$ cat src/rtl/seq_pkg.sv
// Shared constants and FSM encoding for the sequence player, user-sequence register and comparator.
package seq_pkg;

    localparam int P_SEQ   = 64;
    localparam int P_SYM   = 4;
    localparam int P_NSYM  = P_SEQ / P_SYM;
    localparam int P_IDX_W = $clog2(P_NSYM);

    typedef enum logic [1:0] {
        IDLE = 2'd0,
        SHOW = 2'd1,
        GAP  = 2'd2,
        DONE = 2'd3
    } seq_state_e;

    function automatic logic [P_SYM-1:0] top_sym(input logic [P_SEQ-1:0] s);
        return s[P_SEQ-1 -: P_SYM];
    endfunction

endpackage

$ cat src/rtl/seq_player_tick_counter.sv
// Tick counter: hit fires on the tick that completes 'limit' ticks, then self-clears.
module tick_counter (
    input  logic       clk,
    input  logic       R,
    input  logic       clr,
    input  logic       tick,
    input  logic [7:0] limit,
    output logic       hit
);

    logic [7:0] cnt;

    assign hit = tick && (cnt == limit - 8'd1);

    always_ff @(posedge clk) begin
        if (R || clr) begin
            cnt <= 8'd0;
        end else if (tick) begin
            cnt <= hit ? 8'd0 : cnt + 8'd1;
        end
    end

endmodule

$ cat src/rtl/seq_player.sv
// Sequence player: shows latched symbols MSB nibble first on leds, tick-timed with blank gaps.
// Optional macro SEQ_PLAYER_ABORT_EN adds an abort input that cancels playback from SHOW/GAP.
//
// state | meaning
// IDLE  | waiting for start, leds dark
// SHOW  | current symbol lit for P_ON ticks
// GAP   | blank for P_OFF ticks before next symbol
// DONE  | one-cycle done pulse, then back to IDLE
module seq_player
    import seq_pkg::*;
#(
    parameter int P_ON  = 2,
    parameter int P_OFF = 1
) (
    input  logic             clk,
    input  logic             R,
    input  logic             start,
    input  logic [P_SEQ-1:0] seq,
    input  logic [3:0]       round,
    input  logic             tick,
`ifdef SEQ_PLAYER_ABORT_EN
    input  logic             abort,
`endif
    output logic [P_SYM-1:0] leds,
    output logic             busy,
    output logic             done
);

    localparam logic [7:0] ON_L  = 8'(P_ON);
    localparam logic [7:0] OFF_L = 8'(P_OFF);

    seq_state_e       state, state_nx;
    logic [3:0]       sym_idx, sym_nx;
    logic [3:0]       round_l, round_nx;
    logic [P_SEQ-1:0] seq_l, seq_nx, shifted;
    logic [P_SYM-1:0] leds_nx;
    logic             busy_nx, done_nx;
    logic             clr, hit, abort_act;
    logic [7:0]       limit;

`ifdef SEQ_PLAYER_ABORT_EN
    assign abort_act = abort;
`else
    assign abort_act = 1'b0;
`endif

    assign limit   = (state == SHOW) ? ON_L : OFF_L;
    assign shifted = seq_l << P_SYM;

    tick_counter u_tick_counter (
        .clk   (clk),
        .R     (R),
        .clr   (clr),
        .tick  (tick),
        .limit (limit),
        .hit   (hit)
    );

    always_ff @(posedge clk) begin
        if (R) begin
            state   <= IDLE;
            sym_idx <= 4'd0;
            round_l <= 4'd0;
            seq_l   <= '0;
            leds    <= '0;
            busy    <= 1'b0;
            done    <= 1'b0;
        end else begin
            state   <= state_nx;
            sym_idx <= sym_nx;
            round_l <= round_nx;
            seq_l   <= seq_nx;
            leds    <= leds_nx;
            busy    <= busy_nx;
            done    <= done_nx;
        end
    end

    always_comb begin
        state_nx = state;
        sym_nx   = sym_idx;
        round_nx = round_l;
        seq_nx   = seq_l;
        leds_nx  = leds;
        busy_nx  = busy;
        done_nx  = 1'b0;
        clr      = 1'b0;
        unique case (state)
            IDLE: begin
                // Counter is held clear here, so a tick alongside start is ignored.
                clr     = 1'b1;
                leds_nx = '0;
                busy_nx = 1'b0;
                if (start) begin
                    state_nx = SHOW;
                    seq_nx   = seq;
                    round_nx = round;
                    sym_nx   = 4'd0;
                    leds_nx  = top_sym(seq);
                    busy_nx  = 1'b1;
                end
            end
            SHOW: begin
                if (abort_act) begin
                    state_nx = IDLE;
                    leds_nx  = '0;
                    busy_nx  = 1'b0;
                end else if (hit) begin
                    leds_nx = '0;
                    if (sym_idx == round_l) begin
                        state_nx = DONE;
                        done_nx  = 1'b1;
                    end else begin
                        state_nx = GAP;
                    end
                end
            end
            GAP: begin
                if (abort_act) begin
                    state_nx = IDLE;
                    leds_nx  = '0;
                    busy_nx  = 1'b0;
                end else if (hit) begin
                    state_nx = SHOW;
                    sym_nx   = 4'(sym_idx + 4'd1);
                    seq_nx   = shifted;
                    leds_nx  = top_sym(shifted);
                end
            end
            DONE: begin
                clr      = 1'b1;
                state_nx = IDLE;
                leds_nx  = '0;
                busy_nx  = 1'b0;
            end
        endcase
    end

endmodule

$ cat config.mk
export PLATFORM = sky130hd
export DESIGN_NAME = seq_player
export DESIGN_NICKNAME = d
export VERILOG_FILES = /design/src/rtl/seq_pkg.sv /design/src/rtl/seq_player_tick_counter.sv /design/src/rtl/seq_player.sv
export SDC_FILE = /design/constraint.sdc
export NUM_CORES = 1
export LEC_CHECK = 0
export ABC_AREA = 1
export CAP_MARGIN = 25
export CORE_AREA = 4 4 81 113
export DETAILED_ROUTE_END_ITERATION = 12
export DIE_AREA = 0 0 85 117
export PLACE_DENSITY = 0.81
export SLEW_MARGIN = 20
export SYNTH_ARGS = -nofsm -noshare
export SYNTH_HDL_FRONTEND = slang
export SYNTH_HIERARCHICAL = 1
export SYNTH_SLANG_ARGS = --single-unit
$ cat constraint.sdc
create_clock -name clk -period 6.85 [get_ports clk]
set_clock_uncertainty 0.1 [all_clocks]
set_input_delay 1.37 -clock clk [delete_from_list [all_inputs] [get_ports clk]]
set_output_delay 1.37 -clock clk [all_outputs]
set_load 0.03 [all_outputs]
# == After elaboration in Yosys (flattened, before gate mapping) ==
# Index checks and enable logic that the tools add are counted.
# totals
reg_bits,84
latch_bits,0
ramBits,0
romBits,0
inputBits,72
output_inout_bits,6
word_cells,53
mem_count,0
# op_classes
addsub,3
n_mul,0
n_div,0
n_lt_le_gt_ge,0
n_eq_ne,8
n_shift,0
muxes,21
n_bitwise,2
reduce_logical,11
# ops
op,count
$mux W60,2
$pmux W60 S2,1
$mux W4,5
$pmux W4 S4,1
$add A8 B1 Y8 const B,1
$eq A8 B8 Y1,1
$mux W2,4
$mux W8,1
$pmux W2 S4,1
$pmux W4 S2,1
$reduce_and A3 Y1,2
$add A4 B1 Y4 const B,1
$eq A2 B2 Y1 const B,2
$eq A4 B4 Y1,1
$mux W1,4
$ne A2 B1 Y1 const B,2
$reduce_and A2 Y1,2
$reduce_or A2 Y1,2
$reduce_or A3 Y1,1
$sub A2 B1 Y3 const B,1
$eq A2 B1 Y1 const B,1
$logic_not A2 Y1,1
$ne A2 B2 Y1 const B,1
$not A1 Y1,2
4 further kinds,4

# == Logic depth before layout (Yosys ltp) ==
# Gate-level depths: netlist (run 1).
# logic_depth
ltp_word,7
mapped_depth,20
mapped_depth_nobuf,19

# == Cells and area by module ==
# The synthesis (run 1) kept the hierarchy.
# by_module_without_submodules
mod,instances,cells_each,area_each_um2,seq_area_each_um2
seq_player,1,515,3607.2,1521.5
tick_counter,1,114,760.7,160.2

# == Worst setup path before layout (run 1) ==
# Ideal clock, no wire load.
# synth_timing
kind,input port to flip-flop
start,input tick
end,register seq_l[12]
setup_ns,0.117
arrival_ns,2.493
t_required_ns,6.633
slack_ns,4.140
path_stages,13
n_path_buf,2
cell_sequence,nand2_1 nor2_1 nand2_1 nor2_2 nand3_1 nor2_1 inv_1 nand2_1 nand2_1 buf_6 buf_6 o21ai_1 a21oi_1
# synth_via
elab_chain_len,3
# synth_rtl
element,line_no,rtl
"start, declared",seq_player.sv:20,"input logic tick,"
$logic_and A1 B1 Y1,seq_player_tick_counter.sv:13,assign hit = tick && (cnt == limit - 8'd1);
via hit,seq_player.sv:38,"logic clr, hit, abort_act;"
$ne A2 B1 Y1 (no line),--,
$reduce_and A3 Y1 (no line),--,
"end signal, assigned",seq_player.sv:72,seq_l <= seq_nx;
"end, declared",seq_player.sv:35,"logic [P_SEQ-1:0] seq_l, seq_nx, shifted;"
# The timed path passes the listed nets, and every way through them passes these cells.
# A chain may end at the register's enable or synchronous reset.

# == Final worst setup path (run 1) ==
# layout_timing
start,input tick
end,register sym_idx[0]
# layout_via
elab_chain_len,3
# layout_rtl
element,line_no,rtl
$logic_and A1 B1 Y1,seq_player_tick_counter.sv:13,
via hit,seq_player.sv:38,
$ne A2 B1 Y1 (no line),--,
$reduce_and A3 Y1 (no line),--,
"end signal, assigned",seq_player.sv:70,sym_idx <= sym_nx;
"end, declared",seq_player.sv:33,"logic [3:0] sym_idx, sym_nx;"
# The timed path passes the listed nets, and every way through them passes these cells.

==> results.yml, run 1 <==
outcome:
  status: "completed"
die:
  die-area_sq_um: 9950
  initial_core_util_pct: 53.6
  fp.dieH_um: 117
  io_pins: 78
  rows: 39
  die_w_um: 85
  coreArea_sq_um: 8150
route:
  drt-wirelength-per-cell_um: 12.7
  drc: 0
  wl_met1_mm: 4.13
  ant_nets: 0
  wl_met3_um: 498
  highest_layer: "met4"
  first_pass_iters: 5
  wl_met2_mm: 5.43
  wirelength_mm: 10.3
  num_vias: 4175
  drt_iter0_markers: 263
  viasPerCell: 5.15
worst_setup_path:
  start_kind: "primary input"
  cp-end-kind: "register"
  cpPeakStageDelay_ns: 0.61
  slowest_stage: "clkdlybuf4s50_1"
  worst-setup-path-type: "primary input to register"
  startpoint: "tick"
  cp.arrival_ns: 3.86
  path_common_cell: "nand2_1"
  path_max_fanout: 85
  path_delay_family: "simple AND/OR/NAND/NOR gates"
  required_ns: 6.97
  crit_buf_inv: 3
  worstPathCellList: "clkdlybuf4s50_1, nand2_1, nor2_1, nand2_1, nor2_2, nand3_1, nor2_1, inv_1, nand2_1, nand2_4, buf_16, o21ai_0, a21oi_1"
  worstReg2RegStart: "state[1]$_SDFFE_PP0P_"
global_routing:
  grt_pass1_vias: 3924
  grt_overflow: 0
  grt_use_total_pct: 21.5
  antenna_found_initial: 0
  grt_max_degree: 112
  grt_pass1_wl_mm: 17.2
worst_hold_path:
  worstHoldStart: "seq_l[22]$_SDFFE_PP0P_"
  hold_class: "register to register"
layout:
  stdcell_area_sq_um: 5460
  final_common_cell: "nand2_1"
  drive_above_1_share_pct: 5.64
  insertedDiodeCount: 0
  final_util_pct: 67.0
  final_nets: 786
  area_growth_pct: 25.0
  final_cell_mix: "nand2_1 (129), dfxtp_1 (84), a21oi_1 (79), o21ai_0 (79), inv_1 (78)"
clock_tree:
  clk_path_buf_depth: 2
  cts_tree: "built"
  cts_sinks: 84
  cts_hold_buf: 0
  cts_buffers: 9
  root_buffer: "clkbuf_16"
  htreeDepth: 3
  post_cts_buffers: 0
  cts.clk_slew.worst_paths_ns: 0.06
  cts_resized: 0
  insertion_delay_ns: 0.34
synth:
  synthArstFlopShare_pct: 0
  synthFlopType: "dfxtp_1"
  ys_types: 33
  yosys_warnings: 6
  synth_area_sq_um: 4370
  synthCells: 629
  synth-edff-count: 0
  syn_area_per_cell_sq_um: 6.94
  synth-seq-cells: 84
  ys_seq_area_share_pct: 38.5
timing:
  worst_slack_ns: 3.11
  final_max_slew_viol_count: 0
  finalCritPeriodShare_pct: 54.5
  tns_ns: 0
  slew_headroom_pct: 37.5
  fmax_mhz: 268
  worst_pin_slew_ns: 0.937
  finalHoldViolations: 0
  post-route-min-period_ns: 3.74
  rsz0062_at_grt: "false"
  setup_violations: 0
placed_design:
  dp_hpwl_mm: 7.35
  portBuffers: 77
  placed_cell_area_sq_um: 5150
  dp_slack_ns: 2.49
  gp_congestion: 1.04
pwr:
  leakage_nw: 2.35
  total_power_mw: 2.02
  power_density_nw_per_um2: 370
  irDropWorstVdd_v: 0.000216
job:
  cap_violations: 0
[worst reg2reg max path: stages (launching register included)]
cell	delay (ns)
dfxtp_1	0.34
inv_1	0.15
ha_1	0.35
inv_1	0.13
inv_1	0.13
ha_1	0.33
nand3b_1	0.14
a21oi_1	0.26
nor3b_1	0.09
nand3_1	0.07
nor2_1	0.04
inv_1	0.10
nand2_1	0.31
nand2_4	0.37
buf_16	0.32
o21ai_0	0.19
a21oi_1	0.16
[path summary, 6_finish.rpt]
check	to	slack, ns	depth (start not counted)
setup / recovery	sym_idx[0]$_SDFFE_PP0P_	3.11	13
hold reg to reg	seq_l[22]$_SDFFE_PP0P_	0.34	2
setup reg to reg	sym_idx[0]$_SDFFE_PP0P_	3.19	16
hold / removal	seq_l[22]$_SDFFE_PP0P_	0.34	2
[logic make-up (layout without fill, tap and decap cells)]
kind of cell / count (synthesis) / count (layout) / share of synthesized area (%)
simple gates: 209 / 209 / 21.4
xor+xnor: 12 / 12 / 2.58
flops: 84 / 84 / 38.5
buf+inv: 116 / 177 / 11.8
compound gates: 197 / 197 / 22.8
fa+ha+maj: 10 / 10 / 2.86
other cells: 1 / 20 / 0.0859
[routing by layer]
layer	vias up	global-route usage, %
met5	-	0
met2	89	39.1
met1	1896	23.6
li1	2171	-
met4	0	9.08
met3	19	5.53
[per-stage QoR]
stage / cells / hold WS (ns)
floorplan: 648 / 0.324
global placement: 794 / 0.333
detailed placement: 794 / 0.339
CTS: 810 / 0.348
global route: 811 / 0.362
finish: 811 / 0.345
[synthesized netlist by cell type, types with 5 or more instances]
cell type	number	area, sq um
a21oi_1	79	395
buf_2	8	40.0
buf_6	8	90.1
clkbuf_1	13	48.8
dfxtp_1	84	1680
ha_1	10	125
inv_1	78	293
nand2_1	130	488
nand3_1	16	80.1
nand4_1	6	37.5
nor2_1	34	128
nor2_2	6	37.5
nor3b_2	5	62.6
o21ai_0	79	395
o21ai_1	36	180
xor2_1	10	87.6
[state kept, by name, summed over array words and instances, names as in the netlist]
name,cells
done,1
round_l,4
seq_l,60
sym_idx,4
state,2
u_tick_counter/cnt,8
busy,1
leds,4
[power breakdown]
part	total (mW)	switching (mW)	leakage (nW)	internal (mW)
Clock	0.468	0.187	0.139	0.280
Sequential	0.715	0.0635	0.691	0.651
Combinational	0.838	0.551	1.52	0.286
Total	2.02	0.802	2.35	1.22
[cell type report]
class                      count  area [sq um]
sequential                    84          1680
fill                         723          2690
clock buffer                  11           233
clock inverter                 5          52.6
timing repair buffer          79           806
multi-input combinational    448          2250
tap                          102           128
inverter                      82           308
(Power assumes the default switching activity.)
==> inputs of run 2 (changes only) <==
CORE_AREA = 4 4 86 120   (was 4 4 81 113)
DIE_AREA = 0 0 90 124   (was 0 0 85 117)
PLACE_DENSITY = 0.76   (was 0.81)
clock period = 3 ns   (was 6.85 ns; I/O delays follow)
==> results.yml, run 2 (same netlist as run 1, synthesis figures left out) <==
global_routing:
  grt_max_degree: 105
  grtUsageMet2_pct: 34.6
  grt_use_met3_pct: 3.02
  grt_overflow: 0
  antenna_found_initial: 0
  grt_pass1_wl_mm: 17.0
  globalRouteMet1Util_pct: 20.8
  grt_use_total_pct: 18.4
  busiest_layer: "met2"
  grt_pass1_vias: 3981
route:
  wirelength_mm: 10.3
  ant_nets: 0
  first_pass_iters: 4
  drt-wirelength-per-cell_um: 12.5
  drt_iter0_markers: 239
  viasPerCell: 5.00
  drc: 0
  num_vias: 4116
pwr:
  power.internal_mw: 2.75
  power_density_nw_per_um2: 834
  swShare_pct: 40.3
  p_switching_mw: 1.85
  irDropWorstVdd_v: 0.000402
  power_frac_clock_pct: 21.1
  leakage_nw: 2.37
  combPwrFrac_pct: 43.7
  total_power_mw: 4.60
  p_seq_share_pct: 35.3
layout:
  fin_cells: 823
  largest-register: "seq_l"
  final_common_cell: "nand2_1"
  fillers: 868
  area_growth_pct: 26.4
  drive_above_1_share_pct: 6.87
  stdcell_area_sq_um: 5520
  final_util_pct: 59.4
  insertedDiodeCount: 0
  final_nets: 792
  top_regs: "seq_l (60), u_tick_counter/cnt (8)"
  final_cell_mix: "nand2_1 (128), dfxtp_1 (83), a21oi_1 (79)"
  largest_reg_flops: 60
timing:
  post-route-min-period_ns: 2.70
  worst_pin_slew_ns: 0.841
  worst_slack_ns: 0.296
  setup_violations: 0
  rsz0062_at_grt: "false"
  tns_ns: 0
  fmax_mhz: 370
  finalCritPeriodShare_pct: 90.1
  final_max_slew_viol_count: 0
  hold-worst-slack_ns: 0.343
  finalHoldViolations: 0
  slew_headroom_pct: 43.9
clock_tree:
  cts_sinks: 84
  clk_path_buf_depth: 2
  root_buffer: "clkbuf_16"
  cts.clk_slew.worst_paths_ns: 0.06
  insertion_delay_ns: 0.33
  cts_tree: "built"
  cts_buffers: 9
  htreeDepth: 3
worst_setup_path:
  start_kind: "register"
  cp-end-kind: "register"
  cpPeakStageDelay_ns: 0.34
  path_common_cell: "inv_1"
  worst-setup-path-type: "register to register"
  worstPathCellList: "inv_1, ha_1, inv_1, inv_1, ha_4, nand2_1, inv_1, nor2_1, nand2_1, nor2_2, nand3_1, nor2_1, inv_1, nand2_2, buf_6, nand4_1, inv_2, nand2_1, a21oi_1"
  required_ns: 3.16
  crit_buf_inv: 7
  path_delay_family: "simple AND/OR/NAND/NOR gates"
  cp.arrival_ns: 2.86
  slowest_stage: "dfxtp_2"
  path_max_fanout: 13
placed_design:
  dp_hpwl_mm: 7.39
  gp_congestion: 0.848
  dp_slack_ns: 0.107
  portBuffers: 77
  dpl.cell_count: 809
  placed_cell_area_sq_um: 5230
die:
  fp.dieH_um: 124
  io_pins: 78
  die_w_um: 90
  rows: 42
  die-area_sq_um: 11200
  coreArea_sq_um: 9300
  initial_core_util_pct: 47.0
worst_hold_path:
  hold_class: "register to register"
outcome:
  status: "completed"
job:
  cap_violations: 0
==> run 2: cell types whose count changed in the layout (fill, tap and decap cells not counted), sizes merged <==
cell    delta
bufinv     -1
buf        +6
clkbuf     -1
inv        +1
clkinv     -1
==> run 2: layout make-up <==
cell class,count,area (sq um),share of cell area [%]
clock inverter,4,26.3,0.476
sequential,84,1680,30.5
clock buffer,10,229,4.15
multi-input combinational,448,2270,41.0
tap,110,138,2.49
inverter,82,308,5.57
timing repair buffer,85,872,15.8
==> run 2: tightest hold or removal path: stages, from the launching register on <==
cell	delay [ns]
dfxtp_1	0.29
inv_1	0.05
a21oi_1	0.05
==> run 2: per-layer routing <==
layer  part of all wire, %  vias to the layer above  wire length [um]
li1                      -                     2173                 -
met1                    40                     1854              4160
met2                    54                       71              5560
met3                   3.1                       18               321
met4                   2.4                        0               252
met5                     0                        -                 0
==> run 2: power groups by stage <==
stage	clock (mW)	combinational (mW)	sequential, mW
final	0.970	2.01	1.62
after global placement	0	1.88	1.63
after CTS	0.987	1.96	1.62
after detailed placement	0	1.94	1.65
after floorplan	0	1.51	1.66
after global routing	1.04	2.29	1.65
==> run 2: repair_timing <==
item	4_1_cts	5_1_grt
gates resized for setup	0	12
setup buffers	0	0
endpoints found under the setup margin	0	66
hold buffers	0	0
==> run 2: final timing paths <==
path,startpoint,endpoint,slack [ns],cells past startpoint
worst max-delay path,state[1]$_SDFFE_PP0P_,seq_l[0]$_SDFFE_PP0P_,0.30,19
worst max register to register,state[1]$_SDFFE_PP0P_,seq_l[0]$_SDFFE_PP0P_,0.30,19
worst min register to register,seq_l[13]$_SDFFE_PP0P_,seq_l[13]$_SDFFE_PP0P_,0.34,2
worst min-delay path,seq_l[13]$_SDFFE_PP0P_,seq_l[13]$_SDFFE_PP0P_,0.34,2
==> inputs of run 3 (changes only) <==
CORE_AREA = 4 4 82 115   (was 4 4 86 120)
DIE_AREA = 0 0 86 119   (was 0 0 90 124)
PLACE_DENSITY = 0.79   (was 0.76)
clock period = 3.1 ns   (was 3 ns; I/O delays follow)
==> results.yml, run 3 (same netlist as run 1, synthesis figures left out) <==
clock_tree:
  post_cts_buffers: 0
  cts_buffers: 9
  cts_sinks: 84
  root_buffer: "clkbuf_16"
  cts_tree: "built"
  htreeDepth: 3
  insertion_delay_ns: 0.33
  cts_hold_buf: 0
  clk_path_buf_depth: 2
  cts.clk_slew.worst_paths_ns: 0.06
outcome:
  status: "completed"
job:
  cap_violations: 0
global_routing:
  antenna_found_initial: 0
  grt_overflow: 0
  grt_use_total_pct: 20.4
  grt_pass1_vias: 4056
  grt_max_degree: 105
  grt_pass1_wl_mm: 17.0
timing:
  fmax_mhz: 357
  finalCritPeriodShare_pct: 90.3
  slew_headroom_pct: 44.5
  worst_slack_ns: 0.300
  finalHoldViolations: 0
  setup_violations: 0
  post-route-min-period_ns: 2.80
  final_max_slew_viol_count: 0
  tns_ns: 0
  worst_pin_slew_ns: 0.833
  rsz0062_at_grt: "false"
worst_setup_path:
  worstPathCellList: "ha_4, inv_1, inv_1, ha_2, nand3b_1, nand3_1, nor3b_1, nand3_1, nor2_1, inv_1, nand2_1, nand2_4, buf_4, o21ai_1, a21oi_1"
  start_kind: "register"
  slowest_stage: "dfxtp_1"
  crit_cells: 15
  worst-setup-path-type: "register to register"
  required_ns: 3.20
  path_delay_family: "simple AND/OR/NAND/NOR gates"
  reg2reg_depth: 15
  r2r_slack_ns: 0.30
  cpPeakStageDelay_ns: 0.44
  path_common_cell: "inv_1"
  path_max_fanout: 42
  cp-end-kind: "register"
  cp.arrival_ns: 2.90
  crit_buf_inv: 4
worst_hold_path:
  whs_path_depth: 2
  hold_class: "register to register"
layout:
  final_nets: 791
  final_common_cell: "nand2_1"
  final_cell_mix: "nand2_1 (129), dfxtp_1 (84), a21oi_1 (79), o21ai_0 (79), clkdlybuf4s50_1 (77)"
  largest-register: "seq_l"
  fillers: 717
  insertedDiodeCount: 0
  drive_above_1_share_pct: 7.00
  top_regs: "seq_l (60), u_tick_counter/cnt (8)"
  area_growth_pct: 27.6
  largest_reg_flops: 60
pwr:
  power_density_nw_per_um2: 845
  total_power_mw: 4.71
  leakage_nw: 2.40
  combPwrFrac_pct: 40.3
  p_switching_mw: 1.78
  p_seq_share_pct: 33.5
  swShare_pct: 37.9
  power.internal_mw: 2.93
  irDropWorstVdd_v: 0.000476
  power_frac_clock_pct: 26.2
route:
  drc: 0
  first_pass_iters: 4
  drt_iter0_markers: 214
  viasPerCell: 5.12
  drt-wirelength-per-cell_um: 12.4
  wirelength_mm: 10.2
  num_vias: 4193
  ant_nets: 0
die:
  die-area_sq_um: 10200
  initial_core_util_pct: 51.6
  coreArea_sq_um: 8460
  die_w_um: 86
  io_pins: 78
  fp.dieH_um: 119
  rows: 40
placed_design:
  dp_hpwl_mm: 7.43
  gp_congestion: 0.848
  portBuffers: 77
  dp_slack_ns: 0.0500
[run 3: cell count changes in the layout (fill, tap and decap cells not counted), sizes merged]
cell,previous run,this run
bufinv,0,3
clkbuf,10,12
buf,8,7
clkinv,3,2
clkinvlp,1,0
inv,82,81
[run 3: path summary, 6_finish.rpt]
| path | startpoint | endpoint |
|---|---|---|
| worst max-delay path | state[0]$_SDFFE_PP0P_ | seq_l[24]$_SDFFE_PP0P_ |
| worst min register to register | seq_l[31]$_SDFFE_PP0P_ | seq_l[31]$_SDFFE_PP0P_ |
| worst min-delay path | seq_l[31]$_SDFFE_PP0P_ | seq_l[31]$_SDFFE_PP0P_ |
| worst max register to register | state[0]$_SDFFE_PP0P_ | seq_l[24]$_SDFFE_PP0P_ |
[run 3: what timing repair did]
action / in CTS / in global routing
pin swaps: 0 / 0
resized for setup: 1 / 4
endpoints found under the setup margin: 2 / 60
[run 3: per-layer routing]
layer / vias to the layer above / wire [um] / global-route usage [%] / share of wire, %
li1: 2175 / - / - / -
met1: 1866 / 4110 / 22.3 / 40
met2: 121 / 5200 / 35.8 / 51
met3: 31 / 509 / 3.18 / 5.0
met4: 0 / 369 / 12.9 / 3.6
met5: - / 0 / 0 / 0
[run 3: cell type report]
cell class / instances / area (sq um) / share of cell area (%)
multi-input combinational: 448 / 2270 / 40.7
tap: 105 / 131 / 2.36
clock inverter: 4 / 95.1 / 1.71
clock buffer: 12 / 256 / 4.60
inverter: 82 / 308 / 5.52
timing repair buffer: 84 / 836 / 15.0
sequential: 84 / 1680 / 30.2
[run 3: tightest hold or removal path, cell delays in order, from the launching register on]
cell and delay [ns]:
dfxtp_1 0.29, inv_1 0.05, a21oi_1 0.05
[run 3: through the flow]
| step | hold slack, ns | util (%) | area [sq um] | cells |
|---|---|---|---|---|
| global placement | 0.333 | 61.6 | 5210 | 803 |
| CTS | 0.349 | 65.8 | 5560 | 819 |
| detailed placement | 0.340 | 61.6 | 5210 | 803 |
| global route | 0.367 | 65.9 | 5570 | 819 |
| floorplan | 0.324 | - | 4440 | 648 |
| finish | 0.346 | 65.9 | 5570 | 819 |
[run 3: power groups by stage]
stage / Sequential [mW] / Clock, mW / Combinational (mW)
2_1_floorplan: 1.61 / 0 / 1.46
3_3_place_gp: 1.58 / 0 / 1.81
3_5_place_dp: 1.59 / 0 / 1.87
4_1_cts: 1.58 / 1.26 / 1.89
5_1_grt: 1.62 / 1.30 / 2.16
6_report: 1.58 / 1.23 / 1.90
